$ cat config.mk
export PLATFORM = sky130hd
export DESIGN_NAME = spi_ip_crc_phase_ctrl
export DESIGN_NICKNAME = d
export VERILOG_FILES = /design/src/rtl/spi_ip_crc_phase_ctrl_pkg.sv /design/src/rtl/spi_ip_crc_phase_ctrl_shifter.sv /design/src/rtl/spi_ip_crc_phase_ctrl.sv
export SDC_FILE = /design/constraint.sdc
export NUM_CORES = 1
export LEC_CHECK = 0
export CAP_MARGIN = 20
export CORE_MARGIN = 8
export CORE_UTILIZATION = 55
export DETAILED_ROUTE_END_ITERATION = 12
export DONT_BUFFER_PORTS = 1
export HOLD_SLACK_MARGIN = 0.08
export PLACE_DENSITY_LB_ADDON = 0.15
export SLEW_MARGIN = 20
export SYNTH_ARGS = -nofsm -noshare
export SYNTH_HDL_FRONTEND = slang
export SYNTH_SLANG_ARGS = --single-unit
$ cat constraint.sdc
create_clock -name cs_clk_i -period 5.02 [get_ports cs_clk_i]
set_input_delay 0.502 -clock cs_clk_i [delete_from_list [all_inputs] [get_ports cs_clk_i]]
set_output_delay 0.502 -clock cs_clk_i [all_outputs]
set_load 0.03 [all_outputs]
$ cat src/rtl/spi_ip_crc_phase_ctrl_pkg.sv
// Shared definitions for the SPI CRC phase controller: size codes, FSM states, bit counts.
package spi_ip_crc_phase_ctrl_pkg;

  localparam logic CRC_8  = 1'b0;
  localparam logic CRC_16 = 1'b1;

  localparam logic [3:0] CRC8_LAST_BIT  = 4'd7;
  localparam logic [3:0] CRC16_LAST_BIT = 4'd15;

  typedef enum logic [2:0] {
    ST_IDLE      = 3'd0,
    ST_DATA      = 3'd1,
    ST_CRC_LOAD  = 3'd2,
    ST_CRC_SHIFT = 3'd3,
    ST_CHECK     = 3'd4
  } crc_state_e;

  // A CRC8 value is left-justified so the shifter always emits from bit 15.
  function automatic logic [15:0] crc_align(input logic size, input logic [15:0] value);
    return (size == CRC_16) ? value : {value[7:0], 8'h00};
  endfunction

endpackage

$ cat src/rtl/spi_ip_crc_phase_ctrl_shifter.sv
// 16-bit load/shift register: parallel load, shifts left, MSB out, serial bit in at LSB.
module spi_ip_crc_shifter (
  input  logic        clk_i,
  input  logic        rst_n_i,
  input  logic        load_i,
  input  logic [15:0] load_val_i,
  input  logic        shift_i,
  input  logic        bit_i,
  output logic [15:0] q_o
);

  logic [15:0] sh_q, sh_d;

  always_comb begin
    sh_d = sh_q;
    if (load_i) begin
      sh_d = load_val_i;
    end else if (shift_i) begin
      sh_d = {sh_q[14:0], bit_i};
    end
  end

  always_ff @(posedge clk_i or negedge rst_n_i) begin
    if (!rst_n_i) begin
      sh_q <= 16'h0000;
    end else begin
      sh_q <= sh_d;
    end
  end

  assign q_o = sh_q;

endmodule

$ cat src/rtl/spi_ip_crc_phase_ctrl.sv
// CRC phase sequencer for an SPI transfer: gates engine enables, serialises TX CRC, checks RX CRC.
// Optional mismatch counter enabled by defining SPI_IP_CRC_ERR_CNT_EN.
module spi_ip_crc_phase_ctrl
  import spi_ip_crc_phase_ctrl_pkg::*;
#(
  parameter logic PARAM_TX_IDLE_BIT = 1'b0,
  parameter int   PARAM_ERR_CNT_W   = 8
) (
  input  logic                       cs_clk_i,
  input  logic                       cs_rst_n_i,
  input  logic                       cs_start_i,
  input  logic                       cs_abort_i,
  input  logic                       cs_bit_strobe_i,
  input  logic                       cs_frame_last_i,
  input  logic                       cs_tx_data_bit_i,
  input  logic                       cs_rx_bit_i,
  input  logic                       cs_crc_en_i,
  input  logic                       cs_crc_size_i,
  input  logic [15:0]                cs_crc_tx_value_i,
  input  logic [15:0]                cs_crc_rx_value_i,
  input  logic                       cs_err_clr_i,
  output logic                       cs_crc_init_o,
  output logic                       cs_crc_tx_en_o,
  output logic                       cs_crc_rx_en_o,
  output logic                       cs_tx_bit_o,
  output logic                       cs_crc_phase_o,
  output logic                       cs_crc_done_o,
  output logic                       cs_crc_err_o,
  output logic [PARAM_ERR_CNT_W-1:0] cs_err_cnt_o
);

  crc_state_e  state_q, state_d;
  logic [3:0]  cnt_q, cnt_d;
  logic        done_q, done_d;
  logic        err_q, err_d;
  logic        sh_load, sh_shift;
  logic        chk_done, set_err, start_acc, mismatch;
  logic [15:0] tx_sh, rx_sh;

  assign mismatch = (cs_crc_size_i == CRC_16) ? (rx_sh != cs_crc_rx_value_i)
                                              : (rx_sh[7:0] != cs_crc_rx_value_i[7:0]);

  always_comb begin
    state_d        = state_q;
    cnt_d          = cnt_q;
    done_d         = 1'b0;
    sh_load        = 1'b0;
    sh_shift       = 1'b0;
    chk_done       = 1'b0;
    set_err        = 1'b0;
    start_acc      = 1'b0;
    cs_crc_init_o  = 1'b0;
    cs_crc_tx_en_o = 1'b0;
    cs_crc_rx_en_o = 1'b0;
    cs_crc_phase_o = 1'b0;
    cs_tx_bit_o    = PARAM_TX_IDLE_BIT;
    case (state_q)
      ST_IDLE: begin
        if (cs_start_i) begin
          start_acc     = 1'b1;
          cs_crc_init_o = 1'b1;
          state_d       = ST_DATA;
        end
      end
      ST_DATA: begin
        cs_crc_tx_en_o = cs_bit_strobe_i;
        cs_crc_rx_en_o = cs_bit_strobe_i;
        cs_tx_bit_o    = cs_tx_data_bit_i;
        if (cs_bit_strobe_i && cs_frame_last_i) begin
          if (cs_crc_en_i) begin
            state_d = ST_CRC_LOAD;
          end else begin
            state_d = ST_IDLE;
            done_d  = 1'b1;
          end
        end
      end
      ST_CRC_LOAD: begin
        cs_crc_phase_o = 1'b1;
        cs_tx_bit_o    = (cs_crc_size_i == CRC_16) ? cs_crc_tx_value_i[15] : cs_crc_tx_value_i[7];
        sh_load        = 1'b1;
        cnt_d          = (cs_crc_size_i == CRC_16) ? CRC16_LAST_BIT : CRC8_LAST_BIT;
        state_d        = ST_CRC_SHIFT;
      end
      ST_CRC_SHIFT: begin
        cs_crc_phase_o = 1'b1;
        cs_tx_bit_o    = tx_sh[15];
        if (cs_bit_strobe_i) begin
          sh_shift = 1'b1;
          if (cnt_q == 4'd0) begin
            state_d = ST_CHECK;
          end else begin
            cnt_d = cnt_q - 4'd1;
          end
        end
      end
      ST_CHECK: begin
        chk_done = 1'b1;
        set_err  = mismatch;
        state_d  = ST_IDLE;
      end
      default: state_d = ST_IDLE;
    endcase
    // Abort wins over everything: no done, no error update, no register movement.
    if (cs_abort_i) begin
      state_d       = ST_IDLE;
      done_d        = 1'b0;
      sh_load       = 1'b0;
      sh_shift      = 1'b0;
      chk_done      = 1'b0;
      set_err       = 1'b0;
      start_acc     = 1'b0;
      cs_crc_init_o = 1'b0;
    end
    err_d = err_q;
    if (cs_err_clr_i || start_acc) err_d = 1'b0;
    if (set_err) err_d = 1'b1;
  end

  always_ff @(posedge cs_clk_i or negedge cs_rst_n_i) begin
    if (!cs_rst_n_i) begin
      state_q <= ST_IDLE;
      cnt_q   <= 4'd0;
      done_q  <= 1'b0;
      err_q   <= 1'b0;
    end else begin
      state_q <= state_d;
      cnt_q   <= cnt_d;
      done_q  <= done_d;
      err_q   <= err_d;
    end
  end

  assign cs_crc_done_o = chk_done | done_q;
  assign cs_crc_err_o  = err_q;

  spi_ip_crc_shifter u_tx_sh (
    .clk_i      (cs_clk_i),
    .rst_n_i    (cs_rst_n_i),
    .load_i     (sh_load),
    .load_val_i (crc_align(cs_crc_size_i, cs_crc_tx_value_i)),
    .shift_i    (sh_shift),
    .bit_i      (1'b0),
    .q_o        (tx_sh)
  );

  // RX capture starts from zero so a CRC8 compare sees only the received byte.
  spi_ip_crc_shifter u_rx_sh (
    .clk_i      (cs_clk_i),
    .rst_n_i    (cs_rst_n_i),
    .load_i     (sh_load),
    .load_val_i (16'h0000),
    .shift_i    (sh_shift),
    .bit_i      (cs_rx_bit_i),
    .q_o        (rx_sh)
  );

`ifdef SPI_IP_CRC_ERR_CNT_EN
  logic [PARAM_ERR_CNT_W-1:0] err_cnt_q, err_cnt_d;

  always_comb begin
    err_cnt_d = err_cnt_q;
    if (cs_err_clr_i) err_cnt_d = '0;
    if (set_err && (err_cnt_d != '1)) err_cnt_d = err_cnt_d + PARAM_ERR_CNT_W'(1);
  end

  always_ff @(posedge cs_clk_i or negedge cs_rst_n_i) begin
    if (!cs_rst_n_i) begin
      err_cnt_q <= '0;
    end else begin
      err_cnt_q <= err_cnt_d;
    end
  end

  assign cs_err_cnt_o = err_cnt_q;
`else
  assign cs_err_cnt_o = '0;
`endif

endmodule

==> impl_results.md <==
- CTS Buffer Depth: 2
- Clock transition at path regs: 80 ps
- Final WS setup: between 2000 and 3000 ps
- Area grow syn2layout: 5.25%
- Largest net degree at the start of global routing: between 40 and 50
- Slew HR: 0.309
- Seq/Total Area, Yosys: 0.462
- Rows: 23
- Worst VDD drop: 0.000178 V
- Net count reported at finish: roughly 270
- Placer congestion estimate: 0.856
- Crit Path Max Fanout: 13
- Clock skew: around 4.2 ps
- Combinational share of power: 0.179
- Initial antenna violation count: 0
- CP max stage cell: nor3_2
- Yosys reg bits: 41
- Core area: slightly below 0.004 mm²
- Slew Viols, Final: 0
- Die area: ~0.0063 mm²
- Max Cap Violations: 0
- DRC Markers: 0
- Setup_tns: 0 ps
- Clk pwr share: 0.326
- Worst path top cell family by delay: simple AND/OR/NAND/NOR gates
- TritonCTS Buffers: 5
- Post-synthesis cell type count: 37
- Synthesized area: ~0.0022 mm²
- First-pass GRT wire length: around 8.2 mm
- Hold Path Class: input pin to flip-flop
- Leakage Power: roughly 1.0 nW
- Sequential share of power: 0.495
- Data required, critical path: 4520 ps
- IO Pins: between 50 and 60
- Top FF cell, synth: dfrtp_1
- Hold Violations, Final: 0
- Yosys warns: 0
- Routed length per instance: about 19 µm
- Pwr/cell area: between 300 and 400 mW/mm²
- Switch share: 0.265
- DRT iter0 DRCs: 125
- RSZ-0062 raised after global routing: no
- Hold slack: between 300 and 400 ps
- Post-CTS Repair Setup Buffers: 0
- Bufs and invs on worst path: 0
- Max incr delay on CP: roughly 820 ps
- Htree depth: 2
- Synth async-reset ratio: 1.00
- P_sw: 0.000220 W
- Critical path class: flip-flop to primary output
- ANT cells: 0
- Worst-margin pin slew: about 1000 ps
- Tot GR Track Use: 0.163
- Fin crit share: 0.481
- Crit path cell chain: nand2_1 -> nor3_2
- Resized Gates After CTS: 0
- Clk_lat worst skew: 290 ps
- Final min period: approximately 2400 ps
- Endpoints failing setup: 0
- CTS sink cnt: 41
- Final WL: 5.11 mm
- Drt via density: 6.09
- Starting Density: 0.563
- Die width: between 70 and 80 µm
- Syn Inst Count: between 200 and 250
- Total congestion overflow: 0
- Antenna-violating nets left: 0
- Port-buffer cells: 0
- Post-synth EDFFs: 0
- Max Freq: just over 0.4 GHz
- Dpl hpwl: between 3 and 4 mm
- Setup crit end kind: primary output
- Detailed-route via count: between 1500 and 2000
- Status: complete, no violations
- Layout cell share with drive strength beyond 1: 0.0800
- TritonCTS clock tree: built
- Vias in the first global route: between 1500 and 2000
- # hold bufs at CTS: 2
- Synthesized area per cell: a little under 10 µm²
- Clk root buf: clkbuf_8
- Crit path DAT: about 1900 ps
- Layout Utilization: 0.592
- Die H: around 80 µm
- Worst setup SP type: flip-flop
- Pint: about 0.0006 W
- Setup WS pre-CTS: roughly 2500 ps
- DRT Pass-1 Iters: 4
==> cell usage in the layout (no fill, tap or decap), types with 2 or more instances in the layout <==
cell / netlist / layout
a221o_1: 14 / 14
conb_1: 1 / 8
inv_1: 3 / 3
a41o_1: 3 / 3
nand3_1: 4 / 4
nor3_1: 4 / 3
clkbuf_8: 0 / 6
mux2i_1: 9 / 9
nand2_1: 35 / 35
nand4_1: 4 / 4
xnor2_1: 16 / 16
and3_1: 9 / 9
a211oi_1: 2 / 2
dfrtp_1: 41 / 41
nor2_1: 19 / 19
a21oi_1: 18 / 18
nor3_4: 2 / 2
nor3b_1: 2 / 2
a22oi_1: 2 / 2
a31oi_1: 5 / 5
==> cells in the mapped netlist, drive strengths merged, types with 2 or more instances <==
library cell	number	area [µm²]
nand4	4	25.0
a31oi	5	31.3
nand2	35	131
nor2	20	77.6
and3	9	56.3
a41o	3	30.0
nor3b	2	15.0
clkbuf	2	7.51
a211oi	2	15.0
nor3	6	52.6
a221o	14	140
xnor2	16	140
buf	20	131
mux2i	9	90.1
a22oi	2	15.0
nand3	4	20.0
a21oi	18	90.1
dfrtp	41	1030
inv	4	15.0
==> final timing paths <==
kind	slack [ps]	end	from	cells past startpoint
max in group asynchronous	4140	u_tx_sh.q_o[5]$_DFFE_PN0P_	cs_rst_n_i	2
max	2610	cs_crc_tx_en_o	state_q[0]$_DFFE_PN0P_	2
min	330	u_rx_sh.q_o[0]$_DFFE_PN0P_	cs_rx_bit_i	2
min reg2reg	510	u_tx_sh.q_o[7]$_DFFE_PN0P_	u_tx_sh.q_o[6]$_DFFE_PN0P_	1
max reg2reg	2770	u_tx_sh.q_o[6]$_DFFE_PN0P_	state_q[1]$_DFFE_PN0P_	4
min in group asynchronous	680	u_rx_sh.q_o[9]$_DFFE_PN0P_	cs_rst_n_i	2
==> power groups by stage <==
stage | Clock, W | Sequential (W) | Combinational, W
2_1_floorplan | 0 | 0.000403 | 0.000132
3_3_place_gp | 0 | 0.000414 | 0.000133
3_5_place_dp | 0 | 0.000415 | 0.000140
4_1_cts | 0.000276 | 0.000410 | 0.000149
5_1_grt | 0.000291 | 0.000417 | 0.000165
6_report | 0.000271 | 0.000411 | 0.000148
==> flip-flops by register name (all words and copies together) (netlist names) <==
signal        count
cnt_q             4
done_q            1
u_rx_sh.q_o      16
cs_crc_err_o      1
u_tx_sh.q_o      16
state_q           3
==> worst register-to-register path, cell delays in order, from the launching register on <==
cell	delay [ps]
dfrtp_1	580
nand2b_4	160
nor3_4	720
nor2_2	300
a221o_1	380
==> layout make-up <==
type	instances	area [µm²]
Tap cell	50	62.6
Clock buffer	7	86.3
Clock inverter	1	30.0
Multi-Input combinational cell	169	1070
Sequential cell	41	1030
Fill cell	342	1610
Timing Repair Buffer	3	45.0
Inverter	4	15.0
==> cell families after synthesis <==
logic type	after synthesis	share of synthesized area
flops	41	0.462
mux	10	0.0457
compound gates	48	0.159
fa+ha+maj	1	0.00564
other cells	1	0.00169
xor+xnor	16	0.0632
buf+inv	26	0.0694
simple gates	86	0.193
==> routing by layer <==
| metal | routed length (µm) | GRT usage | up-vias |
|---|---|---|---|
| li1 | - | - | 788 |
| met1 | 1950 | 0.186 | 826 |
| met2 | 2680 | 0.271 | 50 |
| met3 | 362 | 0.0586 | 10 |
| met4 | 118 | 0.0685 | 0 |
| met5 | 0 | 0 | - |
==> through the flow <==
step / instance area, µm² / std cells / total power (W)
finish: 2330 / 275 / 0.000830
global route: 2330 / 275 / 0.000873
CTS: 2320 / 274 / 0.000835
detailed placement: 2170 / 264 / 0.000555
global placement: 2170 / 264 / 0.000547
floorplan: 2240 / 236 / 0.000535
Power figures use the tool's default switching activity.
